<file path="src/rtl/wordred_final_32_pkg.sv">
// Shared constants and the modulus builder for the final word-reduction canonicaliser.
package wordred_pkg;

  localparam int QL_W       = 13;
  localparam int QH_W       = 19;
  localparam int Q_W        = 32;
  localparam int I_SIZE_MIN = 34;

  // The low modulus word is fixed at 1, so q is always odd and fully set by qH.
  function automatic logic [Q_W-1:0] mk_q(input logic [QH_W-1:0] qh);
    return {qh, {{(QL_W-1){1'b0}}, 1'b1}};
  endfunction

endpackage

</file>
<file path="src/rtl/wordred_final_32_red_sub_stage.sv">
// One conditional-subtract pipeline register: data = (up >= K*q) ? up - K*q : up.
module red_sub_stage
  import wordred_pkg::*;
#(
  parameter int K     = 1,
  parameter int W     = I_SIZE_MIN,
  parameter int TAG_W = 8
) (
  input  logic             clk,
  input  logic             rst,
  input  logic             load,
  input  logic             up_valid,
  input  logic [W-1:0]     up_data,
  input  logic [TAG_W-1:0] up_tag,
  input  logic [W-1:0]     q,
  output logic             valid,
  output logic [W-1:0]     data,
  output logic [TAG_W-1:0] tag
);

  localparam logic [W-1:0] K_W = W'(K);

  logic [W-1:0]     kq;
  logic [W-1:0]     sub;
  logic             valid_d, valid_q;
  logic [W-1:0]     data_d, data_q;
  logic [TAG_W-1:0] tag_d, tag_q;

  assign kq  = q * K_W;
  assign sub = (up_data >= kq) ? (up_data - kq) : up_data;

  // A load with no upstream beat inserts a bubble; data and tag keep their old value.
  always_comb begin
    valid_d = valid_q;
    data_d  = data_q;
    tag_d   = tag_q;
    if (load) begin
      valid_d = up_valid;
      if (up_valid) begin
        data_d = sub;
        tag_d  = up_tag;
      end
    end
  end

  always_ff @(posedge clk) begin
    if (!rst) begin
      valid_q <= 1'b0;
      data_q  <= '0;
      tag_q   <= '0;
    end else begin
      valid_q <= valid_d;
      data_q  <= data_d;
      tag_q   <= tag_d;
    end
  end

  assign valid = valid_q;
  assign data  = data_q;
  assign tag   = tag_q;

endmodule

</file>
<file path="src/rtl/wordred_final_32.sv">
// Two-stage stallable canonicaliser mapping T in [0,4q) to T mod q with tag pass-through.
// Optional range-violation flag enabled by defining RANGE_CHK_EN.
module wordred_final_32
  import wordred_pkg::*;
#(
  parameter int I_SIZE = 34,
  parameter int O_SIZE = 32,
  parameter int TAG_W  = 8
) (
  input  logic              clk,
  input  logic              rst,
  input  logic [QH_W-1:0]   qH,
  input  logic              in_valid,
  output logic              in_ready,
  input  logic [I_SIZE-1:0] T,
  input  logic [TAG_W-1:0]  in_tag,
  output logic              out_valid,
  input  logic              out_ready,
  output logic [O_SIZE-1:0] R,
  output logic [TAG_W-1:0]  out_tag,
  output logic              err
);

  logic [I_SIZE-1:0] q_ext;
  logic              s1_load, s2_load;
  logic              v1, v2;
  logic [I_SIZE-1:0] t1, t2;
  logic [TAG_W-1:0]  tag1, tag2;

  assign q_ext = I_SIZE'(mk_q(qH));

  // Valid/ready: a beat moves on any rising edge where valid and ready are both high.
  // Ready ripples back combinationally from out_ready through the two load terms only.
  assign s2_load  = !v2 || out_ready;
  assign s1_load  = !v1 || s2_load;
  assign in_ready = rst && s1_load;

  red_sub_stage #(.K(2), .W(I_SIZE), .TAG_W(TAG_W)) u_s1 (
    .clk      (clk),
    .rst      (rst),
    .load     (s1_load),
    .up_valid (in_valid),
    .up_data  (T),
    .up_tag   (in_tag),
    .q        (q_ext),
    .valid    (v1),
    .data     (t1),
    .tag      (tag1)
  );

  red_sub_stage #(.K(1), .W(I_SIZE), .TAG_W(TAG_W)) u_s2 (
    .clk      (clk),
    .rst      (rst),
    .load     (s2_load),
    .up_valid (v1),
    .up_data  (t1),
    .up_tag   (tag1),
    .q        (q_ext),
    .valid    (v2),
    .data     (t2),
    .tag      (tag2)
  );

  assign out_valid = v2;
  assign R         = O_SIZE'(t2);
  assign out_tag   = tag2;

  // The top bits of t2 are zero for in-range input and are dropped by design.
  generate
    if (O_SIZE < I_SIZE) begin : g_drop_hi
      logic unused_t2_hi;
      assign unused_t2_hi = ^t2[I_SIZE-1:O_SIZE];
    end
  endgenerate

`ifdef RANGE_CHK_EN
  logic [I_SIZE-1:0] q4;
  logic              f1_d, f1_q;
  logic              f2_d, f2_q;
  logic              err_d, err_q;

  assign q4 = q_ext << 2;

  always_comb begin
    f1_d  = f1_q;
    f2_d  = f2_q;
    if (s1_load && in_valid) f1_d = (T >= q4);
    if (s2_load && v1)       f2_d = f1_q;
    err_d = err_q || (v2 && out_ready && f2_q);
  end

  always_ff @(posedge clk) begin
    if (!rst) begin
      f1_q  <= 1'b0;
      f2_q  <= 1'b0;
      err_q <= 1'b0;
    end else begin
      f1_q  <= f1_d;
      f2_q  <= f2_d;
      err_q <= err_d;
    end
  end

  assign err = err_q;
`else
  assign err = 1'b0;
`endif

endmodule

</file>
<file path="config.mk">
export PLATFORM = sky130hd
export DESIGN_NAME = wordred_final_32
export DESIGN_NICKNAME = d
export VERILOG_FILES = /design/src/rtl/wordred_final_32_pkg.sv /design/src/rtl/wordred_final_32_red_sub_stage.sv /design/src/rtl/wordred_final_32.sv
export SDC_FILE = /design/constraint.sdc
export NUM_CORES = 1
export LEC_CHECK = 0
export ABC_AREA = 1
export CAP_MARGIN = 15
export CORE_MARGIN = 5
export CORE_UTILIZATION = 53
export DETAILED_ROUTE_END_ITERATION = 8
export GPL_ROUTABILITY_DRIVEN = 0
export PLACE_DENSITY = 0.78
export RECOVER_POWER = 100
export SLEW_MARGIN = 40
export SYNTH_ARGS = -nofsm -noshare
export SYNTH_HDL_FRONTEND = slang
export SYNTH_HIERARCHICAL = 1
export SYNTH_SLANG_ARGS = --single-unit
</file>
<file path="constraint.sdc">
create_clock -name clk -period 1.9 [get_ports clk]
set_input_delay 0.19 -clock clk [delete_from_list [all_inputs] [get_ports clk]]
set_output_delay 0.19 -clock clk [all_outputs]
set_load 0.02 [all_outputs]
</file>
* Word-level counts from Yosys, hierarchy flattened
Cells that the tools add are included.
** Word-level totals
- Bits in registers :: 84
- Input bits :: 65
- Output and inout bits :: 43
- Word-level logic and storage cells :: 19
** Operators by class
- $add $sub $neg :: 2
- $lt $le $gt $ge :: 2
- Mux-type cells :: 2
- Reduce and logical (&&, ||, !) cells :: 7
** Operators with widths (number)
- $ge 34x32->1 :: 1
- $ge 34x33->1 :: 1
- $mux 34 :: 1
- $sub 34x33->34 :: 1
- $mux 32 :: 1
- $sub 32x32->32 :: 1
- $reduce_and 2->1 :: 2
- $logic_not 1->1 :: 2
- $logic_or 1x1->1 :: 2
- $logic_and 1x1->1 :: 1

* Logic depth before layout (Yosys ltp)
- Depth in word-level cells :: 4
- Depth in mapped cells :: 17
- Mapped depth without buffers :: 16

* Cells and area by module
Netlist, hierarchy kept.
** Modules (own cells, without submodules)
- red_sub_stage at u_s1 :: times used 1, cells an instance 866, area each 4874.7 um^2, sequential area each 860.8 um^2
- red_sub_stage at u_s2 :: times used 1, cells an instance 837, area each 4702.0 um^2, sequential area each 860.8 um^2
- wordred_final_32 :: times used 1, cells an instance 8, area each 40.0 um^2, sequential area each 0.0 um^2

* Worst setup path before layout
OpenSTA, ideal clock, no wires.
- Kind :: reg-to-reg
- From :: register u_s1.data_q[0] (netlist: u_s1/data[0])
- To :: register u_s2.data_q[17] (netlist: u_s2/data[17])
- Setup time :: 0.132 ns
- Arrival time :: 1.871 ns
- Required time :: 1.768 ns
- Path slack :: -0.104 ns
- Stages on the path, launching flop included :: 15
- Buffers on the path :: 1
- Clock period less this slack :: 2.004 ns
- Cells stage by stage :: dfxtp_1 inv_1 ha_1 fa_1 inv_1 nand3_1 nand3_2 nand2_1 nand3_2 nand2_4 nand2_4 buf_6 nand2_1 nand3_1 a21oi_1
** Between the ends
- Longest elaborated chain between the ends :: 2
- Elaborated cells on any way between the ends :: 3
- Classes of those cells :: add/sub: 1; order compare: 1; mux: 1
** Ends and longest elaborated chain
- from (decl) :: line wordred_final_32_red_sub_stage.sv:26 : logic [W-1:0] data_d, data_q;
- from (signal assigned) :: line wordred_final_32_red_sub_stage.sv:53 : data_q <= data_d;
- $sub 32x32->32 or $ge 34x32->1 (tied branches) :: line wordred_final_32_red_sub_stage.sv:30 : assign sub = (up_data >= kq) ? (up_data - kq) : up_data;
- $mux 32 (*) :: line wordred_final_32_red_sub_stage.sv:30
- to (signal assigned) :: line wordred_final_32_red_sub_stage.sv:53
- to (decl) :: line wordred_final_32_red_sub_stage.sv:26
Every way passes the cells marked *; elsewhere a longest branch is shown, timed or not.
A chain may end at the register's enable or synchronous reset.

* Worst setup path after layout
- From :: register u_s1.data_q[0] (netlist: u_s1/data[0])
- To :: register u_s2.data_q[20] (netlist: u_s2/data[20])
Same word-level chain as after synthesis.

==> results.md <==
* CTS Buf Count at 9
* H-tree levels at 3
* Post-Syn Area per Cell at around 5.6 um^2
* Final core utilization at 80.9%
* CTS Sinks at 84
* Outcome: finished with violations
* Flop-to-flop setup slack at -0.30 ns
* Total GRT Usage at between 30% and 40%
* Pins Over Slew Limit at 0
* Row count at 48
* Least-Margin Pin Slew at 0.834 ns
* Largest net degree at the start of global routing at 43
* TNS Setup at -8.27 ns
* CTS tree: yes
* Synthesis warning total at 6
* Final worst slack at -0.304 ns
* Worst-path clk slew at around 0.06 ns
* CP Data Required Time at around 2.1 ns
* RSZ-0062 raised after global routing: yes
* Post-Synthesis Cell Area at about 9400 um^2
* Worst-Skew Late Latency at roughly 0.35 ns
* Die height at ~140 um
* Minimum clock period at between 2 and 2.5 ns
* Final Skew at between 0.01 and 0.015 ns
* Final WL at ~37000 um
* Violated checks: negative setup slack
* Wire per inst at roughly 16 um
* Nets at roughly 2200
* Post-synthesis instance total at around 1700
* # placed instances at roughly 2200
* # port buffers at about 110
* Max FO, Critical Path at 16
* Vias in the first global route at 11453
* Drt pass-1 iters at 7
* Fraction of layout cells with a size suffix above 1 at 25.1%
* Final setup vio count at 40
* Most frequent cells in the layout: nand2_1, inv_1, buf_4
* I/O pin total at 108
* First-pass GRT wire length at around 54000 um
* Fin crit share at 116%
* CTS Buffer Depth at 2
* Via density at between 5 and 6
* Power Density at roughly 580 nW/um^2
* Placed Area at roughly 13000 um^2
* DP Wirelength at between 20000 and 30000 um
* Max Cap Violations at 0
* Maximum VDD drop at 550 uV
* Number of remaining DRC errors at 0
* Post-route ant nets at 0
* Diodes inserted at 0
* Critical path endpoint category: flip-flop
* Leak at 7.55 nW
* Pwr Total at around 0.008 W
* Via count at between 10000 and 15000
* Initial antenna violation count at 1
* Crit Path Category: reg -> reg
* Worst min-delay path class: in -> reg
* Slew margin rel. at between 40% and 50%
* Total grt overflow at 0
* Initial drt markers at between 1000 and 1500
* Starting Density at 54.2%
* Commonest non-fill, non-tap cell in the layout: nand2_1
* Post-route insts no fill at about 2300
* CP Data Arrival Time at between 2 and 2.5 ns
* Core box area at 17400 um^2
* Layout Cell Area excl Fill at 14000 um^2
* Area delta synth->final at 49.3%
* Startpoint class of the critical path: flip-flop
* Die area at around 20000 um^2
* Achievable frequency at around 450 MHz
* Clock root cell: clkbuf_16
* Final Hold Fails at 0
* Die W at between 100 and 150 um
==> report_power, final <==
| part | switching, W | total (W) | internal (W) |
|---|---|---|---|
| clock | 0.000763 | 0.00192 | 0.00116 |
| sequential | 0.0000897 | 0.00199 | 0.00190 |
| combinational | 0.00232 | 0.00419 | 0.00187 |
==> worst paths after layout <==
| path | startpoint | to | depth (start not counted) |
|---|---|---|---|
| max | u_s1/data[0]$_SDFFE_PN0P_ | u_s2/data[20]$_SDFFE_PN0P_ | 13 |
| min | T[11] | u_s1/data[11]$_SDFFE_PN0P_ | 4 |
| max reg2reg | u_s1/data[0]$_SDFFE_PN0P_ | u_s2/data[20]$_SDFFE_PN0P_ | 13 |
| min reg2reg | u_s2/data[23]$_SDFFE_PN0P_ | u_s2/data[23]$_SDFFE_PN0P_ | 2 |
==> per-layer routing <==
metal	global-route usage, %	up-vias	part of all wire, %
met1	39.0	5593	37
li1	-	5819	-
met5	0	-	0.078
met2	57.3	789	47
met3	4.42	236	8.5
met4	17.9	2	7.5
==> cell type report <==
class                      count  area [um^2]
fill                        1124         3310
tap                          225          282
inverter                     334         1260
timing repair buffer         376         3180
sequential                    84         1690
clock buffer                   9          225
multi-input combinational   1240         7310
clock inverter                 7         98.8
==> sequential cells by signal, indices dropped and copies added (netlist names) <==
register / flops
u_s1/tag: 8
u_s1/valid: 1
u_s1/data: 34
u_s2/tag: 8
u_s2/valid: 1
u_s2/data: 32
==> repair_timing <==
| action | 4_1_cts | 5_1_grt |
|---|---|---|
| resized for setup | 180 | 104 |
| hold buffers | 0 | 0 |
| setup buffers | 14 | 4 |
| cloned | 5 | 0 |
| setup endpoints to repair | 65 | 65 |
| pin swaps | 71 | 47 |
==> stage by stage <==
step	hold WS, ns	setup slack, ns
final	0.333	-0.304
after floorplan	0.326	0.0640
after global placement	0.451	-0.605
after global routing	0.369	-0.379
after detailed placement	0.455	-0.653
after CTS	0.393	-0.181
==> worst max-delay path, cell delays in order, from the launching register on <==
cell and delay, ns:
dfxtp_2 0.36, inv_2 0.06, ha_4 0.16, fa_2 0.39, inv_2 0.09, nand3_2 0.09, nand3_2 0.11, nand2_2 0.09
nand3_4 0.10, nand2_8 0.13, nand2_8 0.17, nand2_1 0.10, nand3_1 0.14, a21oi_2 0.06
No activity file was read; power rests on OpenSTA's default activity.
